### src/rtl/matrix_frame_sequencer.sv
// Frame-load sequencer for the 16-column dot-matrix driver: reads column words from frame memory
// through a scrolled, wrapping window and replays them into Matrix as CLEAR + LOAD strobes.
module matrix_frame_sequencer #(
  parameter int unsigned NUM_COLS     = 16,
  parameter int unsigned FRAME_COLS   = 32,
  parameter int unsigned ADDR_W       = 5,
  parameter int unsigned FRAME_PERIOD = 50000
) (
  input  logic              CLK,
  input  logic              RESET,
  input  logic              start,
  input  logic              auto_en,
  input  logic              scroll_en,
  input  logic [ADDR_W-1:0] scroll_step,
  output logic              mem_rd,
  output logic [ADDR_W-1:0] mem_addr,
  input  logic [15:0]       mem_data,
  output logic [4:0]        column_id,
  output logic [15:0]       in_column,
  output logic              LOAD,
  output logic              IN_CLR,
  output logic              busy,
  output logic              done,
  output logic [ADDR_W-1:0] offset,
  output logic              overrun
);

  localparam int unsigned TimerW = $clog2(FRAME_PERIOD);
  localparam int unsigned SumW   = ADDR_W + 1;
  localparam logic [SumW-1:0]   FrameCols = SumW'(FRAME_COLS);
  localparam logic [TimerW-1:0] TimerLast = TimerW'(FRAME_PERIOD - 1);
  localparam logic [4:0]        ColLast   = 5'(NUM_COLS - 1);

  typedef enum logic [2:0] {StIdle, StClear, StRead, StWrite, StDone} state_e;

  state_e              state_q;
  logic [4:0]          col_q;
  logic [ADDR_W-1:0]   offset_q, offset_d;
  logic [ADDR_W-1:0]   mem_addr_q, rd_addr_d;
  logic [ADDR_W-1:0]   step_eff;
  logic [SumW-1:0]     rd_raw, rd_wrap, sc_raw, sc_wrap;
  logic [TimerW-1:0]   timer_q;
  logic [4:0]          column_id_q;
  logic [15:0]         in_column_q;
  logic                in_clr_q, mem_rd_q, load_q, done_q, busy_q, overrun_q;
  logic                tick;

  always_comb begin
    tick      = auto_en && (timer_q == TimerLast);
    // Address for the next column; offset < FRAME_COLS so one subtraction always suffices.
    rd_raw    = {1'b0, offset_q} + SumW'(col_q) + SumW'(1);
    rd_wrap   = (rd_raw >= FrameCols) ? rd_raw - FrameCols : rd_raw;
    rd_addr_d = rd_wrap[ADDR_W-1:0];
    step_eff  = ({1'b0, scroll_step} >= FrameCols) ? '0 : scroll_step;
    sc_raw    = {1'b0, offset_q} + {1'b0, step_eff};
    sc_wrap   = (sc_raw >= FrameCols) ? sc_raw - FrameCols : sc_raw;
    offset_d  = sc_wrap[ADDR_W-1:0];
  end

  always_ff @(posedge CLK) begin
    if (RESET) begin
      state_q     <= StIdle;
      col_q       <= '0;
      offset_q    <= '0;
      timer_q     <= '0;
      mem_addr_q  <= '0;
      column_id_q <= '0;
      in_column_q <= '0;
      in_clr_q    <= 1'b0;
      mem_rd_q    <= 1'b0;
      load_q      <= 1'b0;
      done_q      <= 1'b0;
      busy_q      <= 1'b0;
      overrun_q   <= 1'b0;
    end else begin
      timer_q  <= (timer_q == TimerLast) ? '0 : timer_q + TimerW'(1);
      if (tick && busy_q) overrun_q <= 1'b1;
      in_clr_q <= 1'b0;
      mem_rd_q <= 1'b0;
      load_q   <= 1'b0;
      done_q   <= 1'b0;
      case (state_q)
        StIdle: begin
          if (start || tick) begin
            state_q  <= StClear;
            in_clr_q <= 1'b1;
            busy_q   <= 1'b1;
          end
        end
        StClear: begin
          col_q      <= '0;
          state_q    <= StRead;
          mem_rd_q   <= 1'b1;
          mem_addr_q <= offset_q;
        end
        StRead: begin
          state_q     <= StWrite;
          load_q      <= 1'b1;
          column_id_q <= col_q;
        end
        StWrite: begin
          in_column_q <= mem_data;
          if (col_q == ColLast) begin
            state_q <= StDone;
            done_q  <= 1'b1;
          end else begin
            col_q      <= col_q + 5'd1;
            state_q    <= StRead;
            mem_rd_q   <= 1'b1;
            mem_addr_q <= rd_addr_d;
          end
        end
        StDone: begin
          if (scroll_en) offset_q <= offset_d;
          busy_q  <= 1'b0;
          state_q <= StIdle;
        end
        default: state_q <= StIdle;
      endcase
    end
  end

  // Read data arrives during WRITE itself, so it is forwarded then and held afterwards.
  assign in_column = load_q ? mem_data : in_column_q;
  assign column_id = column_id_q;
  assign mem_rd    = mem_rd_q;
  assign mem_addr  = mem_addr_q;
  assign LOAD      = load_q;
  assign IN_CLR    = in_clr_q;
  assign busy      = busy_q;
  assign done      = done_q;
  assign offset    = offset_q;
  assign overrun   = overrun_q;

endmodule

### config.mk
export PLATFORM = sky130hd
export DESIGN_NAME = matrix_frame_sequencer
export DESIGN_NICKNAME = d
export VERILOG_FILES = /design/src/rtl/matrix_frame_sequencer.sv
export SDC_FILE = /design/constraint.sdc
export NUM_CORES = 1
export LEC_CHECK = 0
export ABC_CLOCK_PERIOD_IN_PS = 1980
export BUFFER_PORTS_ARGS = -buffer_cell sky130_fd_sc_hd__buf_4
export CAP_MARGIN = 10
export CORE_UTILIZATION = 49
export DETAILED_ROUTE_END_ITERATION = 7
export PLACE_DENSITY = 0.77
export SETUP_SLACK_MARGIN = 0.4
export SYNTH_ARGS = -nofsm -noshare
export SYNTH_HDL_FRONTEND = slang
export SYNTH_SLANG_ARGS = --single-unit
### constraint.sdc
create_clock -name CLK -period 1.98 [get_ports CLK]
set_clock_uncertainty 0.1 [all_clocks]
set_input_delay 0.297 -clock CLK [delete_from_list [all_inputs] [get_ports CLK]]
set_output_delay 0.297 -clock CLK [all_outputs]
set_load 0.1 [all_outputs]
# Word level (Yosys, flattened, before mapping)

Index checks and enable logic that the tools add are counted.

Register bits after elaboration: 61
Logic and storage cells: 61

$add $sub $neg: 7
Order comparisons: 2
Eq/ne operators: 8
Muxes and demuxes: 17
Bitwise operators: 2
Reductions and logical operators: 12

Operators with widths:

| cell                    | number |
|---|---|
| $mux W5                 | 4 |
| $pmux W5 S2             | 2 |
| $add A16 B1 Y16 const B | 1 |
| $eq A16 B16 Y1 const B  | 1 |
| $mux W16                | 1 |
| $add A5 B5 Y6           | 2 |
| $ge A6 B6 Y1 const B    | 2 |
| $pmux W3 S4             | 1 |
| $sub A5 B1 Y5 const B   | 2 |
| $add A6 B1 Y6 const B   | 1 |
| $eq A3 B2 Y1 const B    | 2 |
| $mux W3                 | 2 |
| $reduce_and A2 Y1       | 3 |
| $reduce_or A2 Y1        | 3 |
| $add A5 B1 Y5 const B   | 1 |
| $eq A5 B4 Y1 const B    | 1 |
| $mux W1                 | 5 |
| $ne A2 B2 Y1 const B    | 2 |
| $pmux W1 S2             | 2 |
| $reduce_bool A2 Y1      | 2 |
| $eq A3 B1 Y1 const B    | 1 |
| $eq A3 B3 Y1 const B    | 1 |
| $logic_not A3 Y1        | 1 |
| $logic_and A1 B1 Y1     | 2 |
| 2 further kinds         | 3 |

# Depth between registers and ports, before layout

Gate-level depths: netlist (run 1).

Word-level depth: 6
Depth in mapped cells: 9
Gate-level depth less buffers: 8

# Worst setup path after synthesis (run 1)

No wires, ideal clock.

Kind: reg-to-reg
From: register offset_q[1], in the netlist offset[1]
To: register offset_q[4], in the netlist offset[4]
Library setup time: 0.121 ns
Data arrival time: 2.514 ns
Slack: -0.755 ns
Cell stages (with the launch flop): 8
Path buffers: 0
Clock period less this slack: 2.735 ns
Cell sequence: dfxtp_1 inv_1 fa_1 nor2b_1 o21a_1 nor3_1 and3b_1 mux2_2

Longest elaborated chain between the ends: 3

RTL lines:

| item                                                 | line | text |
|---|---|---|
| start, declared                                      | 38   | `logic [ADDR_W-1:0] offset_q, offset_d;` |
| start signal, assigned                               | 114  | `if (scroll_en) offset_q <= offset_d;` |
| $add A5 B5 Y6 (*)                                    | 55   | `sc_raw = {1'b0, offset_q} + {1'b0, step_eff};` |
| $sub A5 B1 Y5 / $ge A6 B6 Y1 (equally long branches) | 56   | `sc_wrap = (sc_raw >= FrameCols) ? sc_raw - FrameCols : sc_raw;` |
| $mux W5 (*)                                          | 56   |  |

Every way passes the cells marked *; elsewhere a longest branch is shown, timed or not.
A chain may end at the register's enable or synchronous reset.

# Worst setup path after layout (run 1)

From: register offset_q[0], in the netlist offset[0]
To: register mem_addr_q[4], in the netlist mem_addr[4]

Longest elaborated chain between the ends: 6

RTL lines:

| item                                                 | line | text |
|---|---|---|
| $add A5 B5 Y6 (*)                                    | 51   | `rd_raw = {1'b0, offset_q} + SumW'(col_q) + SumW'(1);` |
| $add A6 B1 Y6 (*)                                    | 51   |  |
| $sub A5 B1 Y5 / $ge A6 B6 Y1 (equally long branches) | 52   | `rd_wrap = (rd_raw >= FrameCols) ? rd_raw - FrameCols : rd_raw;` |
| $mux W5 (*)                                          | 52   |  |
| $mux W5 (*)                                          | 103  | `if (col_q == ColLast) begin` |
| $pmux W5 S2 (*)                                      | 82   | `case (state_q)` |
| end signal, assigned                                 | 94   | `mem_addr_q <= offset_q;` |
| end signal, assigned                                 | 110  | `mem_addr_q <= rd_addr_d;` |
| end, declared                                        | 39   | `logic [ADDR_W-1:0] mem_addr_q, rd_addr_d;` |

Every way passes the cells marked *; elsewhere a longest branch is shown, timed or not. The select of a mux whose other input is x is not followed.

==> qor.yml, run 1 <==
status:
  status: "finished, final reports clean"
power:
  clkPwrFrac_pct: 40.4
  leakagePower_uw: 0.00176
  p_comb_share_pct: 19.0
  p_seq_share_pct: 40.6
  powerDensity_nw_per_um2: 691
  sw_frac_of_total_pct: 28.3
  intPower_uw: 2270
  p_switching_uw: 895
  power_uw: 3160
  peakVddDrop_mv: 0.618
place:
  place_congestion: 0.836
  io_buffers: 62
  dp_hpwl_mm: 4.30
logic_synthesis:
  ys_seq_area_share_pct: 42.5
  syn_area_per_cell_um2: 8.84
  yosys.cell_types.count: 44
  yosysWarnings: 0
  ys_ff_latch: 61
  synth_nets: 364
  netlist_area_um2: 2870
  syn_inst: 325
global_route:
  grt_usage_pct: 23.7
  antenna_found_initial: 0
  gr-total-overflow: 0
  grt_pass1_vias: 2467
  grt_max_degree: 48
  grt_first_pass_wirelength_mm: 11.4
cells_and_area:
  area_growth_pct: 59.3
  layout_common_cells: "buf_4 (59), dfxtp_1 (46), nand2_1 (41), nor2_1 (24), buf_12 (22)"
  n_antenna_cell: 0
  nNetsFinal: 451
  drive_gt1_share_pct: 46.8
  final_util_pct: 82.1
  final_common_cell: "buf_4"
setup_path:
  end_kind: "flip-flop"
  max_stage_delay_ns: 0.37
  worst-endpoint-arrival_ns: 2.08
  critPathBufInv: 1
  path_class: "reg2reg"
  start_kind: "flip-flop"
  cp_slowest_cell: "dfxtp_4"
  crit_path_max_fanout: 4
  cpLargestDelayFamily: "adder cells"
  worstPathCellList: "inv_2 -> ha_4 -> fa_2 -> nand2b_4 -> a21oi_2 -> mux2i_1 -> xnor2_1 -> a211oi_1"
  cp.required_ns: 2.13
sta:
  finalCriticalPeriod_ns: 1.93
  rsz0062_at_grt: "true"
  worst_pin_slew_ns: 0.485
  max_freq_mhz: 517
  finalCritPeriodShare_pct: 97.6
  drv_slew: 0
  relSlewSlack_pct: 67.6
  hold_violations: 0
  setup-violations-final: 0
floorplanning:
  dieWidth_um: 78.6
  io_pins: 63
  fp.dieArea_um2: 6170
  initial_core_util_pct: 51.5
  chipHeight_um: 78.6
  core_um2: 5570
  num_rows: 27
clock_tree:
  cts_made_buffers: 9
  cts_max_level: 3
  cts.path.max_buffers: 2
  cts_hold_buf: 0
  clock-root-buffer: "clkbuf_8"
  tritoncts: "done"
  cts_sinks: 61
  clock_latency_ns: 0.34
  path_clk_slew_ns: 0.07
detailed_routing:
  ant_nets: 0
  finalWirelength_mm: 7.34
  num_vias: 2598
  first_pass_iters: 4
  drtIter0Drc: 97
  wl_per_cell_um: 15.0
  drcViolationCount: 0
  viasPerCell: 5.31
run:
  maxCapViolations: 0
min_path:
  hold_class: "in2reg"
Yosys cell counts:
| master | count | share of area, % |
|---|---|---|
| a2111oi_2 | 1 | 0.52 |
| a211oi_1 | 7 | 1.8 |
| a21o_1 | 2 | 0.52 |
| a21oi_1 | 25 | 4.4 |
| a21oi_2 | 1 | 0.31 |
| a22oi_1 | 1 | 0.26 |
| a311oi_1 | 1 | 0.31 |
| a31oi_1 | 1 | 0.22 |
| and3_1 | 5 | 1.1 |
| and3b_1 | 2 | 0.61 |
| and3b_2 | 1 | 0.35 |
| and4_1 | 1 | 0.31 |
| buf_1 | 3 | 0.39 |
| buf_2 | 1 | 0.17 |
| buf_4 | 1 | 0.26 |
| buf_6 | 1 | 0.39 |
| clkbuf_1 | 10 | 1.3 |
| dfxtp_1 | 61 | 43 |
| fa_1 | 2 | 1.4 |
| ha_1 | 11 | 4.8 |
| inv_1 | 13 | 1.7 |
| mux2_2 | 17 | 6.7 |
| mux2i_1 | 9 | 3.1 |
| nand2_1 | 44 | 5.8 |
| nand2b_1 | 3 | 0.65 |
| nand3_1 | 10 | 1.7 |
| nand3b_1 | 1 | 0.26 |
| nand4_1 | 1 | 0.22 |
| nand4b_1 | 2 | 0.61 |
| nor2_1 | 43 | 5.6 |
| nor2b_1 | 5 | 1.1 |
| nor3_1 | 7 | 1.2 |
| nor3_2 | 1 | 0.35 |
| nor3b_1 | 1 | 0.26 |
| nor4_1 | 3 | 0.65 |
| nor4_4 | 1 | 0.74 |
| o21a_1 | 1 | 0.26 |
| o21ai_0 | 4 | 0.70 |
| o22ai_1 | 1 | 0.22 |
| or2_1 | 1 | 0.22 |
| or4b_1 | 1 | 0.35 |
| or4b_4 | 1 | 0.48 |
| xnor2_1 | 10 | 3.0 |
| xor2_1 | 7 | 2.1 |
path summary, 6_finish.rpt:
kind | startpoint | end | slack, ns | depth (start not counted)
worst min-delay path | mem_data[9] | in_column_q[9] | 0.11 | 3
worst max-delay path | offset[0] | mem_addr[4] | 0.05 | 8
worst max register to register | offset[0] | mem_addr[4] | 0.05 | 8
worst min register to register | timer_q[0] | timer_q[0] | 0.35 | 1
metrics by stage:
step,setup WS (ns),area (um2),hold slack [ns],std cells,TNS [ns]
floorplan,-0.110,3130,0.330,325,-0.187
global route,-0.0545,4570,0.108,489,-0.0801
global placement,0.0646,3630,0.341,451,0
finish,0.0472,4570,0.112,489,0
detailed placement,0.0460,3630,0.349,451,0
CTS,0.0538,4300,0.106,481,0
worst reg2reg max path, delay by kind of cell (launching register included):
kind | cells | cell delay (ns)
adders and majority gates | 2 | 0.50
AOI/OAI and AO/OA | 2 | 0.32
muxes | 1 | 0.25
and+or+nand+nor | 1 | 0.16
buffers and inverters | 1 | 0.05
DFF | 1 | 0.37
xor gates and xnor gates | 1 | 0.11
cells by family (layout without fill, tap and decap cells):
family	after synthesis	in the layout	synth area share, %
simple gates	134	134	22.6
flops	61	61	42.5
compound gates	45	45	9.50
mux	26	26	9.80
buf+inv	29	121	4.23
xor+xnor	17	17	5.19
fa+ha+maj	13	13	6.19
cell type report:
cell class / count / area (um2)
multi-input combinational: 235 / 1920
timing repair buffer: 92 / 1020
sequential: 61 / 1260
clock buffer: 11 / 153
tap: 72 / 90.1
clock inverter: 5 / 80.1
fill: 323 / 1000
inverter: 13 / 51.3
repair_timing:
item                                    CTS  global route
endpoints found under the hold margin     0             0
pin swaps                                 9            13
resized for setup                        68            56
endpoints found under the setup margin   49            68
cloned                                    1             0
setup buffers                            13             8
power groups by stage:
| stage | logic, uW | registers, uW | clock network, uW |
|---|---|---|---|
| 6_report | 601 | 1280 | 1280 |
| 5_1_grt | 629 | 1290 | 1350 |
| 4_1_cts | 562 | 1280 | 1290 |
| 3_5_place_dp | 467 | 1310 | 0 |
| 3_3_place_gp | 461 | 1310 | 0 |
| 2_1_floorplan | 268 | 1400 | 0 |
flip-flops by register name, summed over array words and instances (netlist names):
signal       count
in_column_q     16
timer_q         16
col_q            5
column_id        5
mem_addr         5
offset           5
state_q          3
IN_CLR           1
LOAD             1
busy             1
done             1
mem_rd           1
overrun          1
routing by layer:
| layer | track usage, % | part of all wire [%] |
|---|---|---|
| met5 | 0 | 0 |
| met2 | 41.3 | 52 |
| met1 | 28.1 | 42 |
| met3 | 4.53 | 4.2 |
| met4 | 10.2 | 2.1 |
(Power assumes the default switching activity.)
==> inputs of run 2 (changes only) <==
--- a/config.mk
+++ b/config.mk
@@ -8,10 +8,12 @@
 export ABC_CLOCK_PERIOD_IN_PS = 1980
 export BUFFER_PORTS_ARGS = -buffer_cell sky130_fd_sc_hd__buf_4
 export CAP_MARGIN = 10
-export CORE_UTILIZATION = 49
+export CORE_UTILIZATION = 51
+export CTS_BUF_LIST = sky130_fd_sc_hd__clkbuf_8
 export DETAILED_ROUTE_END_ITERATION = 7
-export PLACE_DENSITY = 0.77
+export PLACE_DENSITY = 0.8
 export SETUP_SLACK_MARGIN = 0.4
+export SKIP_LAST_GASP = 1
 export SYNTH_ARGS = -nofsm -noshare
 export SYNTH_HDL_FRONTEND = slang
 export SYNTH_SLANG_ARGS = --single-unit
==> qor.yml, run 2 (same netlist as run 1, synthesis figures left out) <==
global_route:
  antenna_found_initial: 0  # unchanged
  grt_first_pass_wirelength_mm: 11.8  # +3.8%
  grt_usage_pct: 25.3  # +1.6 points
  gr-total-overflow: 0  # unchanged
  grt_max_degree: 35  # -27%
  grt_pass1_vias: 2560  # +3.8%
power:
  p_switching_uw: 878  # -1.9%
  powerDensity_nw_per_um2: 675  # -2.3%
  leakagePower_uw: 0.00170  # -3.7%
  peakVddDrop_mv: 0.553  # -10%
  intPower_uw: 2030  # -10%
  p_comb_share_pct: 19.5  # +0.5 points
  clkPwrFrac_pct: 36.5  # -3.9 points
  sw_frac_of_total_pct: 30.2  # +1.9 points
  p_seq_share_pct: 44.0  # +3.4 points
cells_and_area:
  drive_gt1_share_pct: 44.7  # -2.0 points
  n_antenna_cell: 0  # unchanged
  nNetsFinal: 443  # -1.8%
  final_common_cell: "buf_4"
  largestRegisters: "in_column_q: 16 flops, timer_q: 16 flops"
  layout_common_cells: "buf_4 (56), dfxtp_1 (47), nand2_1 (41), nor2_1 (31), a21oi_1 (19)"
  area_growth_pct: 50.2
  final_util_pct: 81.8  # -0.25 points
sta:
  setup-violations-final: 0  # unchanged
  rsz0062_at_grt: "true"
  hold_violations: 0  # unchanged
  drv_slew: 0  # unchanged
  relSlewSlack_pct: 74.9  # +7.3 points
  worst_pin_slew_ns: 0.376  # -0.109 ns
  setup-tns-final_ns: 0  # unchanged
  finalCriticalPeriod_ns: 1.93  # -0.00170 ns
  max_freq_mhz: 518  # about the same
  finalCritPeriodShare_pct: 97.5  # about the same
status:
  status: "finished, final reports clean"
floorplanning:
  num_rows: 26  # -3.7%
  fp.dieArea_um2: 5930  # -3.8%
  initial_core_util_pct: 54.5  # +3.0 points
  io_pins: 63  # unchanged
  dieWidth_um: 77.0  # -1.9%
  core_um2: 5270  # -5.5%
  chipHeight_um: 77.0  # -1.9%
detailed_routing:
  drcViolationCount: 0  # unchanged
  wl_per_cell_um: 15.1  # +0.71%
  drtIter0Drc: 99  # +2.1%
  first_pass_iters: 4  # unchanged
  viasPerCell: 5.37  # +0.99%
  ant_nets: 0  # unchanged
  finalWirelength_mm: 7.24  # -1.3%
  num_vias: 2570  # -1.1%
run:
  maxCapViolations: 0  # unchanged
setup_path:
  reg2reg_depth: 8  # unchanged
  worst-endpoint-arrival_ns: 2.08  # about the same
  cp.required_ns: 2.13  # about the same
  end_kind: "flip-flop"
  crit_path_max_fanout: 4  # unchanged
  path_class: "reg2reg"
  start_kind: "flip-flop"
place:
  dp_hpwl_mm: 4.33  # +0.52%
  place_congestion: 0.776  # -7.2%
  io_buffers: 62  # unchanged
clock_tree:
  cts.path.max_buffers: 2  # unchanged
  cts_hold_buf: 0  # unchanged
  cts_made_buffers: 9  # unchanged
  path_clk_slew_ns: 0.07  # about the same
  cts_max_level: 3  # unchanged
  cts_sinks: 61  # unchanged
  tritoncts: "done"
  clock_latency_ns: 0.33  # about the same
  clock-root-buffer: "clkbuf_8"
min_path:
  hold_class: "in2reg"
  min_path_cells: 3  # unchanged
run 2: cell count changes in the layout (fill, tap and decap cells not counted), sizes merged:
cell,delta
buf,-8
clkbuf,-2
clkinv,+1
clkinvlp,+1
inv,+1
bufinv,-1
run 2: critical path, cell delays in order, from the launching register on:
cell	delay (ns)
dfxtp_4	0.38
inv_2	0.05
ha_4	0.17
fa_2	0.34
nand2b_4	0.15
a21oi_2	0.13
mux2i_1	0.26
xnor2_1	0.09
a211oi_1	0.18
run 2: layout make-up:
type                    instances  area (um2)
clock buffers                   9         124
clock inverters                 7        66.3
fillers                       340         958
inverters                      13        48.8
multi-input cells             235        1830
flip-flops and latches         61        1260
well taps                      70        87.6
repair buffers                 84         901
run 2: per-stage QoR:
stage / hold WS [ns] / instance area [um2] / setup WS [ns] / total power [uW] / instances
6_report: 0.116 / 4310 / 0.0489 / 2910 / 479
4_1_cts: 0.104 / 4200 / 0.0594 / 2900 / 479
3_3_place_gp: 0.341 / 3640 / 0.0658 / 1770 / 452
2_1_floorplan: 0.330 / 3130 / -0.110 / 1660 / 325
3_5_place_dp: 0.348 / 3640 / 0.0522 / 1780 / 452
5_1_grt: 0.120 / 4310 / -0.0411 / 3020 / 479
run 2: layer usage:
metal	vias to the layer above	GRT usage [%]	wire length, um
li1	1265	-	-
met1	1224	29.3	3100
met2	71	44.8	3720
met5	-	0	0
met4	0	12.8	102
met3	10	4.05	312
run 2: final timing paths:
check	startpoint	slack (ns)	endpoint
hold reg to reg	timer_q[0]	0.35	timer_q[0]
setup reg to reg	offset[0]	0.05	mem_addr[4]
hold / removal	mem_data[5]	0.12	in_column_q[5]
setup / recovery	offset[0]	0.05	mem_addr[4]
run 2: what timing repair did:
action | in CTS | in global routing
setup buffers | 11 | 0
pin swaps | 8 | 8
resized for setup | 69 | 35
endpoints found under the setup margin | 49 | 68
run 2: power groups by stage:
stage / Combinational, uW / Clock [uW] / Sequential [uW]
2_1_floorplan: 268 / 0 / 1400
3_3_place_gp: 460 / 0 / 1310
3_5_place_dp: 465 / 0 / 1310
4_1_cts: 539 / 1080 / 1280
5_1_grt: 592 / 1140 / 1280
6_report: 567 / 1060 / 1280
